==> config.mk <==
export PLATFORM = sky130hd
export DESIGN_NAME = regfile
export DESIGN_NICKNAME = d
export VERILOG_FILES = /design/src/rtl/regfile.sv
export SDC_FILE = /design/constraint.sdc
export NUM_CORES = 2
export LEC_CHECK = 0
export BUFFER_PORTS_ARGS = -buffer_cell sky130_fd_sc_hd__buf_4
export CORE_MARGIN = 2
export CORE_UTILIZATION = 29
export CTS_CLUSTER_SIZE = 30
export DETAILED_ROUTE_END_ITERATION = 6
export GPL_TIMING_DRIVEN = 0
export SYNTH_ARGS = -nofsm -noshare
export SYNTH_HDL_FRONTEND = slang
export SYNTH_SLANG_ARGS = --single-unit
==> constraint.sdc <==
create_clock -name clk_in -period 6.25 [get_ports clk_in]
set_input_delay 0.9375 -clock clk_in [delete_from_list [all_inputs] [get_ports clk_in]]
set_output_delay 0.9375 -clock clk_in [all_outputs]
set_load 0.03 [all_outputs]
==> src/rtl/regfile.sv <==
`default_nettype none
// ============================================================================
// Module   : regfile
// Brief    : Architectural register file with per-register rename tags.
//            Decoder reads operands plus pending-producer tags and claims
//            destinations; ROB commits results and can flush all tags.
// Revision : 1.0 - initial release
// ============================================================================
module regfile #(
    parameter int REG_NUM       = 32,
    parameter int REG_ID_BIT    = 5,
    parameter int ROB_WIDTH_BIT = 4
) (
    input  logic                     clk_in,
    input  logic                     rst_in,
    input  logic                     rdy_in,
    input  logic                     issue_en,
    input  logic [REG_ID_BIT-1:0]    issue_rd,
    input  logic [ROB_WIDTH_BIT-1:0] issue_rob_id,
    input  logic [REG_ID_BIT-1:0]    rs1_id,
    input  logic [REG_ID_BIT-1:0]    rs2_id,
    output logic                     rs1_busy,
    output logic                     rs2_busy,
    output logic [ROB_WIDTH_BIT-1:0] rs1_reorder,
    output logic [ROB_WIDTH_BIT-1:0] rs2_reorder,
    output logic [31:0]              rs1_value,
    output logic [31:0]              rs2_value,
    input  logic                     commit_en,
    input  logic [REG_ID_BIT-1:0]    commit_reg_id,
    input  logic [ROB_WIDTH_BIT-1:0] commit_rob_id,
    input  logic [31:0]              commit_value,
    input  logic                     clear_all
);

    localparam int c_DATA_W = 32;

    logic [c_DATA_W-1:0]      r_value   [REG_NUM];
    logic                     r_busy    [REG_NUM];
    logic [ROB_WIDTH_BIT-1:0] r_reorder [REG_NUM];

    // Commit and issue are only meaningful when enabled and not aimed at x0.
    logic w_commit_act;
    logic w_issue_act;

    always_comb w_commit_act = rdy_in && commit_en && (commit_reg_id != '0);
    always_comb w_issue_act  = rdy_in && issue_en && (issue_rd != '0) && !clear_all;

    // Per-register state update: commit first, then issue/flush override busy/tag.
    always_ff @(posedge clk_in) begin
        if (rst_in) begin
            for (int i = 0; i < REG_NUM; i++) begin
                r_value[i]   <= '0;
                r_busy[i]    <= 1'b0;
                r_reorder[i] <= '0;
            end
        end else if (rdy_in) begin
            for (int i = 1; i < REG_NUM; i++) begin
                // A commit always lands its value; it releases busy only if
                // it is still the newest producer of this register.
                if (w_commit_act && (commit_reg_id == REG_ID_BIT'(i))) begin
                    r_value[i] <= commit_value;
                    if (r_busy[i] && (r_reorder[i] == commit_rob_id)) begin
                        r_busy[i] <= 1'b0;
                    end
                end
                // Flush drops every tag; otherwise a same-cycle issue wins
                // over the commit for the busy/tag fields.
                if (clear_all) begin
                    r_busy[i] <= 1'b0;
                end else if (w_issue_act && (issue_rd == REG_ID_BIT'(i))) begin
                    r_busy[i]    <= 1'b1;
                    r_reorder[i] <= issue_rob_id;
                end
            end
        end
    end

    genvar p;
    generate
        for (p = 0; p < 2; p++) begin : g_read_port
            logic [REG_ID_BIT-1:0]    w_id;
            logic                     w_bypass;
            logic                     w_busy;
            logic [ROB_WIDTH_BIT-1:0] w_reorder;
            logic [c_DATA_W-1:0]      w_value;

            assign w_id = (p == 0) ? rs1_id : rs2_id;

            // Same-cycle commit of the exact pending producer is forwarded.
            always_comb w_bypass = commit_en && rdy_in && (commit_reg_id == w_id)
                                   && r_busy[w_id] && (r_reorder[w_id] == commit_rob_id);

            // Source lookup: x0, then commit bypass, then pending tag, then value.
            always_comb begin
                w_busy    = 1'b0;
                w_reorder = '0;
                w_value   = '0;
                if (w_id == '0) begin
                    w_value = '0;
                end else if (w_bypass) begin
                    w_value = commit_value;
                end else if (r_busy[w_id]) begin
                    w_busy    = 1'b1;
                    w_reorder = r_reorder[w_id];
                end else begin
                    w_value = r_value[w_id];
                end
            end
        end
    endgenerate

    assign rs1_busy    = g_read_port[0].w_busy;
    assign rs1_reorder = g_read_port[0].w_reorder;
    assign rs1_value   = g_read_port[0].w_value;
    assign rs2_busy    = g_read_port[1].w_busy;
    assign rs2_reorder = g_read_port[1].w_reorder;
    assign rs2_value   = g_read_port[1].w_value;

endmodule
`default_nettype wire

==> impl_metrics.json <==
{
  "violations": "negative setup slack",
  "synth_flop_cell": "edfxtp_1",
  "crit_chain": "buf_4, buf_4, buf_2, buf_2, buf_2, a41oi_1, a32oi_4, buf_6, or2_2, clkbuf_2, buf_2, o2bb2ai_1, buf_4",
  "antenna_found_initial": 16,
  "report.final.setup_viol": 26,
  "critical_path_class": "in2out",
  "final_cells": 6825,
  "drt_wl_total_mm": 245,
  "ctsHtreeMaxLevel": 3,
  "grt_first_pass_wirelength_mm": 330,
  "r2r-start": "r_reorder[29][3]",
  "hold_viol": 0,
  "syn_area_um2": 59700,
  "clk_pin_slew_ns": 0.06,
  "grt_pass1_vias": 40000,
  "ys_types": 63,
  "io-pin-count": 140,
  "ant_nets": 0,
  "min_period_ns": 6.50,
  "peakVddDrop_mv": 0.268,
  "fmax_mhz": 154,
  "die-area_um2": 210000,
  "syn-instance-count": 3765,
  "startpoint_type": "input port",
  "slew_headroom_pct": 1.34,
  "critPathCapture": "rs2_value[3]",
  "synth_top_area_cell": "edfxtp_1",
  "cp.required_ns": 5.31,
  "layout_setup_ws_ns": -0.250,
  "maxCapViolCount": 0,
  "rsz0062_at_grt": "yes",
  "syn_to_final_growth_pct": 14.9,
  "synth_edf_count": 1147,
  "netlist_top_cells_count": "edfxtp_1 (1147), nor2_1 (709), mux4_2 (632), clkbuf_1 (250), xor2_1 (95)",
  "port-buffer-count": 124,
  "ys_warn_count": 0,
  "vias": 41000,
  "syn_avg_cell_area_um2": 15.9,
  "crit_top_cell": "buf_2",
  "grt_start_max_net_pins": 33,
  "finClkSkew_ns": 0.0336,
  "crit_path_start": "rs2_id[1]",
  "die_x_um": 458,
  "critical_path.max_stage_delay_ns": 0.53,
  "final_nets": 4102,
  "dp_hpwl_mm": 171,
  "tightest_slew_ns": 1.48,
  "drive_gt1_share_pct": 29.7,
  "r2r_cells": 4,
  "period_share_pct": 104,
  "cts_root_buf": "clkbuf_16",
  "synth_nets": 3831,
  "post_drt_via_cell_ratio": 6.01,
  "core-area_um2": 205000,
  "grtUsageTotal_pct": 22.9,
  "synthArstFlopShare_pct": 0,
  "yosysMostFrequentCell": "edfxtp_1",
  "rows": 166,
  "dp.cells": 6606,
  "rrSetupSlack_ns": 4.52,
  "numCtsBuffers": 114,
  "synthDominantCellAreaShare_pct": 57.7,
  "die_y_um": 458,
  "status": "finished with violations",
  "fillerInstances": 19700,
  "clkSinkCount": 1147,
  "gr-total-overflow": 0,
  "slew_viol_final": 0,
  "ys_ff_latch": 1147,
  "whs_ns": 0.576,
  "path_max_fanout": 10,
  "ys_seq_area_share_pct": 57.7,
  "p_leak_nw": 22.4,
  "cp_num_buf_inv": 9,
  "avgRoutedWirePerCell_um": 35.9,
  "crit_path_end_kind": "primary output",
  "tritoncts": "built",
  "clk_latency_ns": 0.74,
  "critPathSlowestCell": "buf_2",
  "yosys-top-cells-area": "edfxtp_1 (58%), mux4_2 (24%), nor2_1 (4.5%), clkbuf_1 (1.6%), mux2i_1 (1.5%)",
  "placed_cell_area_um2": 64800,
  "drt_iter0_drc": 6767,
  "hold_class": "in2reg",
  "start_util_pct": 29.2,
  "power.density_nw_per_um2": 283,
  "design_area_um2": 68600,
  "cp_data_arrival_time_ns": 5.56,
  "cpLargestDelayFamily": "buffers and inverters",
  "drc": 0,
  "critical_path_depth": 13,
  "dr.pass1.iters": 7,
  "r2r_end": "r_busy[29]",
  "place_ws_ns": -1.08,
  "place_congestion": 0.958,
  "clockBufferDepth": 3
}
## timing repair
action | CTS | global route
buffers inserted | 2 | 0
resized for setup | 56 | 43
setup endpoints to repair | 69 | 51
hold buffers | 0 | 0
endpoints found under the hold margin | 0 | 0
pin swaps | 1 | 0
## cell families after synthesis
group           after synthesis  synth area share, %
compound gates              203                 2.82
mux                         805                 27.0
buf+inv                     414                 2.76
simple gates               1056                 7.69
xor+xnor                    140                 2.05
flops                      1147                 57.7
## report_power, final
group          total, W  internal [W]  switching (W)
Combinational   0.00324       0.00130        0.00193
Sequential      0.00932       0.00901       0.000304
Clock           0.00685       0.00368        0.00317
## how the worst min path moves through the flow
stage | slack [ns] | end | from | cells after the start
2_1_floorplan | 0.59 | r_busy[24] | r_busy[24] | 2
3_5_place_dp | 0.66 | r_busy[20] | r_busy[20] | 2
3_3_place_gp | 0.66 | r_busy[4] | r_busy[4] | 2
4_1_cts | 0.54 | r_busy[18] | issue_rd[2] | 2
5_1_grt | 0.55 | r_busy[18] | issue_rd[2] | 2
6_report | 0.58 | r_busy[18] | issue_rd[2] | 2
## cell type report
| class | count | area, um^2 | area share, % |
|---|---|---|---|
| multi-input cells | 2204 | 23800 | 34.7 |
| clock buffers | 140 | 2970 | 4.33 |
| diodes | 8 | 20.0 | 0.0292 |
| flip-flops and latches | 1147 | 34400 | 50.2 |
| inverters | 39 | 146 | 0.213 |
| clock inverters | 69 | 608 | 0.886 |
| repair buffers | 156 | 1550 | 2.26 |
| well taps | 2688 | 3360 | 4.90 |
| plain buffers | 374 | 1720 | 2.51 |
## layout by cell type, fill, tap and decap left out, types with 14 or more instances in the layout
cell type	instances
clkinv_2	23
nor3_1	21
xor2_1	95
mux2i_1	91
or2_2	16
nor2_1	708
nand2b_1	72
nor2b_1	14
mux2_2	76
nor4_1	34
clkinv_1	26
inv_1	39
clkbuf_2	60
nand2b_2	16
a31o_2	32
nand2_1	82
buf_1	57
a22o_1	65
nand3_1	46
xnor2_1	45
clkbuf_1	216
clkbuf_16	115
edfxtp_1	1147
mux4_2	632
o2bb2ai_1	32
buf_2	34
buf_12	18
buf_4	131
## through the flow
stage | power, W | setup TNS (ns) | util, %
floorplan | 0.0112 | 0 | -
global placement | 0.0125 | -121.14 | 31.3
detailed placement | 0.0126 | -47.46 | 31.7
CTS | 0.0193 | 0 | 33.5
global route | 0.0198 | -0.422 | 33.5
finish | 0.0194 | -1.82 | 33.5
## routing by layer
metal,GRT usage (%),share of wire (%),vias to the layer above
li1,-,-,15500
met1,29.1,36,21500
met2,34.4,44,3316
met3,8.75,14,675
met4,10.6,5.7,16
met5,0.528,0.097,-
## worst reg2reg max path: stages, from the launching register on
cell and delay [ns]:
edfxtp_1 0.46, xor2_1 0.20, nor3_1 0.32, nand4_1 0.22, o211ai_1 0.22
## registers in the layout, summed over array words and instances, names as in the netlist
name	flops
r_busy	31
r_reorder	124
r_value	992
No activity file was read; power rests on OpenSTA's default activity.
